==> config.mk <==
export PLATFORM = sky130hd
export DESIGN_NAME = hex_message_scroller_flat
export DESIGN_NICKNAME = d
export VERILOG_FILES = /design/src/rtl/hex_message_scroller_if.sv /design/src/rtl/hex_message_scroller.sv /design/src/flat_wrapper.sv
export SDC_FILE = /design/constraint.sdc
export NUM_CORES = 1
export LEC_CHECK = 0
export BUFFER_PORTS_ARGS = -buffer_cell sky130_fd_sc_hd__buf_4
export CAP_MARGIN = 20
export CORE_ASPECT_RATIO = 2
export CORE_MARGIN = 3
export CORE_UTILIZATION = 40
export DETAILED_ROUTE_END_ITERATION = 12
export HOLD_SLACK_MARGIN = 0.12
export SYNTH_ARGS = -nofsm -noshare
export SYNTH_HDL_FRONTEND = slang
export SYNTH_SLANG_ARGS = --single-unit
==> constraint.sdc <==
create_clock -name clk -period 5.52 [get_ports clk]
set_input_delay 1.38 -clock clk [delete_from_list [all_inputs] [get_ports clk]]
set_output_delay 1.38 -clock clk [all_outputs]
set_load 0.02 [all_outputs]
==> src/rtl/hex_message_scroller_if.sv <==
// Interface bundling the message-write, run-control and display signals of the
// HEX marquee scroller. The controller side (board logic or bench) uses the
// master modport; the scroller itself uses the slave modport.
interface hex_message_scroller_if #(
    parameter int NUM_DIGITS = 6
);
    logic                      wr_en;
    logic [3:0]                wr_addr;
    logic [3:0]                wr_data;
    logic [4:0]                msg_len;
    logic                      start;
    logic                      stop;
    logic                      pause;
    logic                      busy;
    logic                      wrap;
    logic [NUM_DIGITS*4-1:0]   digit_codes;

    modport master (
        output wr_en, wr_addr, wr_data, msg_len, start, stop, pause,
        input  busy, wrap, digit_codes
    );

    modport slave (
        input  wr_en, wr_addr, wr_data, msg_len, start, stop, pause,
        output busy, wrap, digit_codes
    );
endinterface

==> src/rtl/hex_message_scroller.sv <==
// Right-to-left scrolling marquee across the HEX digits. A small message buffer
// is written while idle; once started, every TICK_DIV cycles the digit row
// shifts one place left and the next message character (or blank padding)
// enters on HEX0. The sequence length is len + NUM_DIGITS steps and repeats.
module hex_message_scroller #(
    parameter int         TICK_DIV   = 25000000,
    parameter int         MSG_DEPTH  = 16,
    parameter int         NUM_DIGITS = 6,
    parameter logic [3:0] BLANK_CODE = 4'h0
) (
    input logic                    clk,
    input logic                    reset,
    hex_message_scroller_if.slave  bus
);
    localparam logic [1:0] ST_IDLE   = 2'd0;
    localparam logic [1:0] ST_SCROLL = 2'd1;
    localparam logic [1:0] ST_HOLD   = 2'd2;

    localparam int AW = (MSG_DEPTH > 1) ? $clog2(MSG_DEPTH) : 1;
    localparam int LW = $clog2(MSG_DEPTH + 1);
    localparam int PW = $clog2(MSG_DEPTH + NUM_DIGITS);
    localparam int CW = (TICK_DIV > 1) ? $clog2(TICK_DIV) : 1;
    localparam int DW = NUM_DIGITS * 4;

    // One bit per possible wr_addr value, set where the address lands in the buffer.
    localparam logic [15:0] ADDR_OK = 16'((33'd1 << MSG_DEPTH) - 33'd1);

    logic [1:0]    state;
    logic [CW-1:0] prescaler;
    logic [PW-1:0] pos;
    logic [LW-1:0] len;
    logic [3:0]    buffer [MSG_DEPTH];
    logic [DW-1:0] digits;
    logic          busy_q;
    logic          wrap_q;

    logic          tick;
    logic          pos_last;
    logic          start_ok;
    logic          wr_ok;
    logic [3:0]    step_char;
    logic [LW-1:0] len_clamped;

    // Decode the tick, end-of-sequence, accepted start/write and the entering character.
    always_comb begin
        // NOTE: every combinational output gets a value on every path, so no latch is inferred.
        tick        = (prescaler == CW'(TICK_DIV - 1));
        pos_last    = (pos == PW'(len) + PW'(NUM_DIGITS - 1));
        start_ok    = bus.start && (bus.msg_len != 5'd0) && !bus.stop;
        wr_ok       = bus.wr_en && ADDR_OK[bus.wr_addr];
        len_clamped = (bus.msg_len > 5'(MSG_DEPTH)) ? LW'(MSG_DEPTH) : LW'(bus.msg_len);
        step_char   = BLANK_CODE;
        if (pos < PW'(len)) begin
            step_char = buffer[pos[AW-1:0]];
        end
    end

    // Message buffer: written only while idle, cleared only by reset.
    always_ff @(posedge clk or posedge reset) begin
        if (reset) begin
            // NOTE: the buffer is reset because a cleared message is visible behaviour; this keeps it in flops, not RAM.
            for (int i = 0; i < MSG_DEPTH; i++) begin
                buffer[i] <= BLANK_CODE;
            end
        end else if ((state == ST_IDLE) && wr_ok) begin
            buffer[bus.wr_addr[AW-1:0]] <= bus.wr_data;
        end
    end

    // Run control, prescaler and digit shift register; stop beats pause beats tick.
    always_ff @(posedge clk or posedge reset) begin
        if (reset) begin
            state     <= ST_IDLE;
            busy_q    <= 1'b0;
            wrap_q    <= 1'b0;
            prescaler <= '0;
            pos       <= '0;
            len       <= '0;
            digits    <= {NUM_DIGITS{BLANK_CODE}};
        end else begin
            // NOTE: non-blocking assignments so every register sees pre-edge values; wrap defaults low to form a pulse.
            wrap_q <= 1'b0;
            case (state)
                ST_IDLE: begin
                    if (start_ok) begin
                        state     <= ST_SCROLL;
                        busy_q    <= 1'b1;
                        len       <= len_clamped;
                        pos       <= '0;
                        prescaler <= '0;
                        digits    <= {NUM_DIGITS{BLANK_CODE}};
                    end
                end
                default: begin
                    if (bus.stop) begin
                        state     <= ST_IDLE;
                        busy_q    <= 1'b0;
                        pos       <= '0;
                        prescaler <= '0;
                        digits    <= {NUM_DIGITS{BLANK_CODE}};
                    end else if (bus.pause) begin
                        state <= ST_HOLD;
                    end else begin
                        state <= ST_SCROLL;
                        if (tick) begin
                            prescaler <= '0;
                            digits    <= {digits[DW-5:0], step_char};
                            pos       <= pos_last ? '0 : pos + PW'(1);
                            wrap_q    <= pos_last;
                        end else begin
                            prescaler <= prescaler + CW'(1);
                        end
                    end
                end
            endcase
        end
    end

    assign bus.busy        = busy_q;
    assign bus.wrap        = wrap_q;
    assign bus.digit_codes = digits;
endmodule

==> src/flat_wrapper.sv <==
// flat-port wrapper written by rule: the top's interface ports become plain ports
module hex_message_scroller_flat 
#(
    parameter int         TICK_DIV   = 25000000,
    parameter int         MSG_DEPTH  = 16,
    parameter int         NUM_DIGITS = 6,
    parameter logic [3:0] BLANK_CODE = 4'h0
)
  (clk, reset, bus_wr_en, bus_wr_addr, bus_wr_data, bus_msg_len, bus_start, bus_stop, bus_pause, bus_busy, bus_wrap, bus_digit_codes);
  hex_message_scroller_if #(.NUM_DIGITS(NUM_DIGITS)) bus_i ();
  input logic clk;
  input logic reset;
  input wire logic [$bits(bus_i.wr_en)-1:0] bus_wr_en;
  input wire logic [$bits(bus_i.wr_addr)-1:0] bus_wr_addr;
  input wire logic [$bits(bus_i.wr_data)-1:0] bus_wr_data;
  input wire logic [$bits(bus_i.msg_len)-1:0] bus_msg_len;
  input wire logic [$bits(bus_i.start)-1:0] bus_start;
  input wire logic [$bits(bus_i.stop)-1:0] bus_stop;
  input wire logic [$bits(bus_i.pause)-1:0] bus_pause;
  output wire logic [$bits(bus_i.busy)-1:0] bus_busy;
  output wire logic [$bits(bus_i.wrap)-1:0] bus_wrap;
  output wire logic [$bits(bus_i.digit_codes)-1:0] bus_digit_codes;
  assign bus_i.wr_en = bus_wr_en;
  assign bus_i.wr_addr = bus_wr_addr;
  assign bus_i.wr_data = bus_wr_data;
  assign bus_i.msg_len = bus_msg_len;
  assign bus_i.start = bus_start;
  assign bus_i.stop = bus_stop;
  assign bus_i.pause = bus_pause;
  assign bus_busy = bus_i.busy;
  assign bus_wrap = bus_i.wrap;
  assign bus_digit_codes = bus_i.digit_codes;
  hex_message_scroller #(.TICK_DIV(TICK_DIV), .MSG_DEPTH(MSG_DEPTH), .NUM_DIGITS(NUM_DIGITS), .BLANK_CODE(BLANK_CODE)) u_core (.clk(clk), .reset(reset), .bus(bus_i));
endmodule
==> results of run 1 <==
## area by class of cell
cell class | instances | area [µm²]
well taps | 198 | 248
fillers | 1428 | 7940
multi-input cells | 356 | 2890
repair buffers | 51 | 383
clock buffers | 19 | 453
inverters | 28 | 108
flip-flops and latches | 127 | 3180
clock inverters | 13 | 174
## stage by stage
stage / cells / power, W / hold WS [ps] / util / setup slack (ps)
4_1_cts: 792 / 0.00277 / 490 / 0.484 / 2140
2_1_floorplan: 540 / 0.00147 / 453 / - / 756
6_report: 792 / 0.00274 / 485 / 0.484 / 2160
3_3_place_gp: 760 / 0.00156 / 463 / 0.443 / 1800
5_1_grt: 792 / 0.00287 / 507 / 0.484 / 1990
3_5_place_dp: 760 / 0.00159 / 475 / 0.443 / 1690
## metal layers
metal	wire length (µm)	global-route usage
met5	0	0
met4	321	0.0700
met3	413	0.0336
met2	8620	0.342
met1	5140	0.190
## layout by cell type (no fill, tap or decap), types with 2 or more instances in the layout
| master | count |
|---|---|
| a21oi_1 | 16 |
| and2_1 | 2 |
| nand4_1 | 8 |
| o21ai_0 | 10 |
| bufinv_16 | 3 |
| nor2b_1 | 8 |
| clkinvlp_4 | 2 |
| nand3_2 | 2 |
| a21o_1 | 5 |
| nor4b_4 | 2 |
| inv_1 | 27 |
| nor4b_1 | 4 |
| or4_1 | 20 |
| a211oi_1 | 6 |
| o21ai_1 | 14 |
| nand2_1 | 41 |
| nand3b_1 | 4 |
| clkbuf_16 | 17 |
| ha_1 | 8 |
| xnor2_1 | 13 |
| mux2_1 | 7 |
| nand4b_1 | 2 |
| nor2_1 | 26 |
| clkbuf_8 | 2 |
| a22o_1 | 7 |
| buf_4 | 51 |
| mux4_2 | 16 |
| o31ai_1 | 5 |
| nor3_1 | 3 |
| xor2_1 | 6 |
| dfrtp_1 | 127 |
| nand2b_1 | 3 |
| or3_1 | 7 |
| and3_1 | 5 |
| nand3_1 | 13 |
| mux2_2 | 58 |
| inv_6 | 5 |
| nor4_1 | 12 |
| mux2i_1 | 9 |
## power by group through the flow
| stage | sequential, W | combinational [W] | clock [W] |
|---|---|---|---|
| 2_1_floorplan | 0.00113 | 0.000338 | 0 |
| 3_3_place_gp | 0.00115 | 0.000414 | 0 |
| 3_5_place_dp | 0.00116 | 0.000432 | 0 |
| 4_1_cts | 0.00114 | 0.000434 | 0.00120 |
| 5_1_grt | 0.00116 | 0.000468 | 0.00124 |
| 6_report | 0.00114 | 0.000425 | 0.00117 |
## sequential cells by signal (all words and copies together), names as in the netlist
register	flops
u_core.buffer	64
u_core.bus.busy	1
u_core.bus.digit_codes	24
u_core.bus.wrap	1
u_core.len	5
u_core.pos	5
u_core.prescaler	25
u_core.state	2
## logic make-up after synthesis
family,count (synthesis),share of synthesized area
AO/OA/AOI/OAI,70,0.0717
XOR/XNOR,19,0.0264
adder cells (fa/ha/maj),8,0.0159
buffers and inverters,57,0.0394
flip-flops,127,0.503
multiplexers,90,0.187
AND/OR/NAND/NOR,169,0.156
## Yosys cell counts (6+ instances only)
master | count | area, µm²
dfrtp_1 | 127 | 3180
mux2_2 | 58 | 653
nand2_1 | 41 | 154
inv_1 | 28 | 105
nor2_1 | 26 | 97.6
or4_1 | 20 | 150
clkbuf_1 | 17 | 63.8
a21oi_1 | 16 | 80.1
mux4_2 | 16 | 360
o21ai_1 | 14 | 70.1
nand3_1 | 13 | 65.1
xnor2_1 | 13 | 114
nor4_1 | 12 | 75.1
o21ai_0 | 10 | 50.1
mux2i_1 | 9 | 90.1
ha_1 | 8 | 100
nand4_1 | 8 | 50.1
nor2b_1 | 8 | 50.1
a22o_1 | 7 | 61.3
buf_2 | 7 | 35.0
mux2_1 | 7 | 78.8
or3_1 | 7 | 43.8
a211oi_1 | 6 | 45.0
xor2_1 | 6 | 52.6
## final timing paths
| path | from | end |
|---|---|---|
| worst max-delay path | bus_stop | u_core.pos[1] |
| worst min-delay path | u_core.buffer[46] | u_core.buffer[46] |
| worst max register to register | u_core.prescaler[7] | u_core.pos[1] |
| worst min register to register | u_core.buffer[46] | u_core.buffer[46] |
| max in group asynchronous | reset | u_core.buffer[13] |
| min in group asynchronous | reset | u_core.buffer[26] |
## worst max-delay path: stages
cell      delay, ps
buf_4           130
nor4b_4         390
o21bai_4        290
nand2_4         190
a21oi_4         520
buf_4           370
mux2_1          360
==> Implementation_results.wiki, run 1 <==
{| class="wikitable"
! Metric !! Value
|-
| Count of port buffers added during placement || 44
|-
| Setup violations, final || 0
|-
| Capturing element type of the critical path || flip-flop
|-
| Worst hold path cell count || 1
|-
| Critical path class || input port to flip-flop
|-
| Commonest register cell after synthesis || dfrtp_1
|-
| Routability-driven placement congestion ratio || between 0.7 and 0.8
|-
| Net Sw Frac || 0.257
|-
| Number of distinct standard cells referenced by the synthesized netlist || 51
|-
| R2r worst-path depth || 7
|-
| Logic pwr share || 0.155
|-
| Count of max-cap constraint violations || 0
|-
| Yosys reg bits || about 130
|-
| Number of antenna violations at the first check in global routing || 0
|-
| Worst Max-Slew Pin Slew || 807 ps
|-
| Average instance area after synthesis || 11.7 µm²
|-
| Total Nets Final || just over 600
|-
| Netlist area before placement || between 0.006 and 0.007 mm²
|-
| Clock Path Buffers || 2
|-
| Final-report max-slew violation count || 0
|-
| Initial core utilization || 0.411
|-
| FP Rows || 64
|-
| Design area || roughly 0.0074 mm²
|-
| Hold Violations, Final || 0
|-
| Share of layout cells above drive strength 1 || 0.283
|-
| Total Wirelength || around 14000 µm
|-
| Final critical-path required period || 3360 ps
|-
| Highest fanout seen on the critical path || 21
|-
| Post_cts resized || 0
|-
| Combined global-route utilization of all metal layers || 0.180
|-
| RSZ-0062 raised after global routing || false
|-
| Switching power || 0.000705 W
|-
| Total power density per cell area || about 370 mW/mm²
|-
| Proportion of synthesized chip area in sequential cells || 0.503
|-
| X dimension of the die || between 90 and 100 µm
|-
| Fraction of registers with async set/reset || 1.00
|-
| Number of global-route vias before repair || 4714
|-
| Clock tree from TritonCTS || yes
|-
| Status || finished clean
|-
| Arr. time, crit path || between 3000 and 4000 ps
|-
| Via density per instance || about 5.5
|-
| Residual DRC || 0
|-
| Count of TritonRoute iterations in the first routing pass || 4
|-
| Worst clock skew || approximately 9.6 ps
|-
| Overall die area || between 0.015 and 0.02 mm²
|-
| Number of nets with antenna violations after routing || 0
|-
| Mean routed wirelength per cell || roughly 18 µm
|-
| Max Fclk || 298 MHz
|-
| Worst endpoint required time || about 5800 ps
|-
| Leakage Power || around 3.2 nW
|-
| Number of CTS-inserted buffers || 17
|-
| Chip height || ~180 µm
|-
| Final worst path period share || 0.608
|-
| Post-detailed-placement cell area || approximately 0.0068 mm²
|-
| Vias || 4371
|-
| Number of buffers inserted for hold repair after clock tree synthesis || 0
|-
| CTS root buffer || clkbuf_16
|-
| Clock transition at the register clock pins on the worst setup and hold paths after CTS || 60 ps
|-
| Net count of the mapped netlist || approximately 570
|-
| Clock Latency Late Sink || slightly above 400 ps
|-
| Hold WC Path Type || flip-flop to flip-flop
|-
| Starting DRC count in detailed routing || roughly 220
|-
| HPWL after detailed placement || 10700 µm
|-
| Synth-to-layout area growth || 17.8%
|-
| ANT cells || 0
|-
| Global-route wire length before repair || about 24000 µm
|-
| Setup Total Neg Slack || 0 ps
|-
| Worst relative slew slack || 0.460
|-
| Maximum number of pins on one net before global-route repair || around 50
|-
| R2r setup slk || roughly 2500 ps
|-
| Number of warnings issued by yosys || 0
|-
| Top-level port count || 45
|-
| Clock power frac || 0.428
|-
| Post-synth EDFFs || 0
|-
| Design internal power || about 0.002 W
|-
| Floorplan core area || 0.0154 mm²
|-
| Number of buffers inserted by post-CTS setup repair || 0
|-
| TritonCTS sink count || between 100 and 150
|-
| Worst Setup Start Kind || input port
|-
| Grt ovf || 0
|-
| Register share of total power || 0.417
|-
| Max H-tree Level || 4
|-
| Maximum vdd ir drop || approximately 0.32 mV
|-
| Gate count after technology mapping || 540
|}
(Power assumes the default switching activity.)
==> run 2, diff against run 1 <==
clock period = 3.4 ns   (was 5.52 ns; I/O delays follow)
==> run 2 against run 1 <==
Power rose by 60%; clock skew fell by 1.9 ps; critical path type is now flip-flop to flip-flop; via count rose by 0.71%; global-route usage rose by 0.19 points; critical path depth fell by 2; largest cell class unchanged; worst hold slack barely moved; register-to-register slack got worse by 1700 ps; final cell count did not move; non-clock buffer count did not move; combinational power rose by 57%.
==> Implementation_results.wiki, run 2 (synthesis results as in run 1) <==
{| class="wikitable"
! Metric !! Value
|-
| CTS root buffer || clkbuf_16
|-
| Number of nets with antenna violations after routing || 0 (unchanged)
|-
| Overall die area || 0.0174 mm² (unchanged)
|-
| Final-report max-slew violation count || 0 (unchanged)
|-
| Critical path class || flip-flop to flip-flop
|-
| Clock transition at the register clock pins on the worst setup and hold paths after CTS || 60 ps (about the same)
|-
| Worst relative slew slack || 0.491 (+0.0303)
|-
| R2r worst-path depth || 5 (-2)
|-
| Combined global-route utilization of all metal layers || 0.182 (+0.00190)
|-
| Total power density per cell area || 590 mW/mm² (+60%)
|-
| Hold WC Path Type || flip-flop to flip-flop
|-
| Final critical-path required period || around 2600 ps
|-
| ANT cells || 0 (unchanged)
|-
| Net Sw Frac || 0.259 (+0.00239)
|-
| Clock Path Buffers || 2 (unchanged)
|-
| Switching power || 0.00113 W (+61%)
|-
| Global routing's busiest layer || met2
|-
| Count of max-cap constraint violations || 0 (unchanged)
|-
| Final core area utilization || 0.483 (-0.000814)
|-
| Share of layout cells above drive strength 1 || 0.283 (unchanged)
|-
| Count of port buffers added during placement || 44 (unchanged)
|-
| Post-Place Cells || 760 (unchanged)
|-
| Highest-count cells in the layout ignoring fill and taps || 127 x dfrtp_1, 58 x mux2_2, 50 x buf_4
|-
| Count of non-filler cells in the finished layout || 792 (unchanged)
|-
| M2 GR Usage || 0.353 (+0.0113)
|-
| Met1 global-route usage || 0.185 (-0.00451)
|-
| Largest Register || u_core.buffer
|-
| Grt ovf || 0 (unchanged)
|-
| Vias || 4402 (+0.71%)
|-
| Global-route wire length before repair || 24400 µm (+1.2%)
|-
| Arr. time, crit path || 2850 ps (-800 ps)
|-
| Logic pwr share || 0.152 (-0.003)
|-
| X dimension of the die || 94.8 µm (unchanged)
|-
| Max H-tree Level || 4 (unchanged)
|-
| Leakage Power || 3.21 nW (-0.67%)
|-
| Setup Total Neg Slack || 0 ps (unchanged)
|-
| Clock Latency Late Sink || 410 ps (about the same)
|-
| Number of antenna violations at the first check in global routing || 0 (unchanged)
|-
| Clock power frac || 0.418 (-0.010)
|-
| Post_cts resized || 0 (unchanged)
|-
| Final worst path period share || 0.752
|-
| Worst clock skew || 7.72 ps (-1.91 ps)
|-
| Count of TritonRoute iterations in the first routing pass || 4 (unchanged)
|-
| Initial core utilization || 0.411 (unchanged)
|-
| Max Fclk || roughly 390 MHz
|-
| Number of global-route vias before repair || 4772 (+1.2%)
|-
| Maximum vdd ir drop || 0.447 mV (+39%)
|-
| Number of buffers inserted for hold repair after clock tree synthesis || 0 (unchanged)
|-
| Worst endpoint required time || 3690 ps (-2120 ps)
|-
| Top-level port count || 45 (unchanged)
|-
| Clock tree from TritonCTS || yes
|-
| Floorplan core area || 0.0154 mm² (unchanged)
|-
| Routability-driven placement congestion ratio || 0.799 (+1.1%)
|-
| Flip-flop count of the largest register, all copies and words added || 64 (unchanged)
|-
| Maximum number of pins on one net before global-route repair || 128 (+150%)
|-
| Worst Max-Slew Pin Slew || 761 ps (-45.3 ps)
|-
| Worst Setup Start Kind || flip-flop
|-
| Mean routed wirelength per cell || 18.7 µm (+2.0%)
|-
| Design internal power || 0.00324 W (+59%)
|-
| HPWL after detailed placement || 10600 µm (-0.56%)
|-
| Capturing element type of the critical path || flip-flop
|-
| FP Rows || 64 (unchanged)
|-
| TritonCTS sink count || 127 (unchanged)
|-
| Residual DRC || 0 (unchanged)
|-
| Leading cell type in the layout, fill and taps excluded || dfrtp_1
|-
| Via density per instance || 5.56 (+0.71%)
|-
| RSZ-0062 raised after global routing || false
|-
| Global routing met3 resource utilization || 0.0352 (+0.00164)
|-
| Hold Violations, Final || 0 (unchanged)
|-
| Chip height || 184 µm (unchanged)
|-
| Total Wirelength || 14800 µm (+2.0%)
|-
| Fill cell total of the finished layout || 1416 (-0.84%)
|-
| Worst hold path cell count || 2 (+1)
|-
| Setup violations, final || 0 (unchanged)
|-
| Register share of total power || 0.429 (+0.012)
|-
| Highest fanout seen on the critical path || 8 (-62%)
|-
| Status || finished clean
|-
| Starting DRC count in detailed routing || 259 (+17%)
|-
| Synth-to-layout area growth || 17.6%
|-
| Number of buffers inserted by post-CTS setup repair || 0 (unchanged)
|-
| Total Nets Final || 608 (unchanged)
|-
| Number of CTS-inserted buffers || 17 (unchanged)
|}
==> run 2: cell count changes in the layout (fill, tap and decap cells not counted), sizes merged <==
cell,change
bufinv,-1
clkinv,+1
clkinvlp,+4
clkbuf,+1
inv,-5
==> run 2: power by group through the flow <==
| stage | registers, W | logic [W] | clock network [W] |
|---|---|---|---|
| after floorplan | 0.00184 | 0.000550 | 0 |
| after global placement | 0.00188 | 0.000653 | 0 |
| after detailed placement | 0.00190 | 0.000676 | 0 |
| after CTS | 0.00188 | 0.000679 | 0.00186 |
| after global routing | 0.00191 | 0.000742 | 0.00192 |
| final | 0.00188 | 0.000667 | 0.00183 |
==> run 2: critical path, stage by stage, from the launching register on <==
cell	delay, ps
dfrtp_1	420
nor2_1	610
nand2_1	150
nor3b_1	540
nand3_1	350
mux2_2	360
==> run 2: path summary, 6_finish.rpt <==
check	from	to	slack [ps]
max in group asynchronous	reset	u_core.buffer[21]	2220
min	u_core.bus.busy	u_core.bus.busy	490
min in group asynchronous	reset	u_core.len[3]	560
max	u_core.state[1]	u_core.buffer[10]	840
max reg2reg	u_core.state[1]	u_core.buffer[10]	840
min reg2reg	u_core.bus.busy	u_core.bus.busy	490
==> run 2: routing by layer <==
metal	part of all wire	vias to the layer above
met1	0.37	2275
met2	0.59	61
li1	-	2051
met4	0.018	0
met3	0.019	15
met5	0	-
==> run 2: final cells by class <==
cell class,instances,area [µm²],share of cell area
clock buffer,20,467,0.0629
timing repair buffer,51,395,0.0533
multi-input combinational,356,2890,0.390
inverter,28,109,0.0147
clock inverter,12,134,0.0180
tap,198,248,0.0334
sequential,127,3180,0.428
==> run 2: stage by stage <==
stage / hold WS, ps / worst slack [ps] / total power [W] / cell area [µm²]
after CTS: 490 / 807 / 0.00442 / 7420
after global routing: 507 / 659 / 0.00457 / 7420
after floorplan: 453 / 983 / 0.00239 / 6320
after detailed placement: 474 / 598 / 0.00258 / 6820
after global placement: 463 / 671 / 0.00254 / 6820
final: 485 / 843 / 0.00438 / 7420
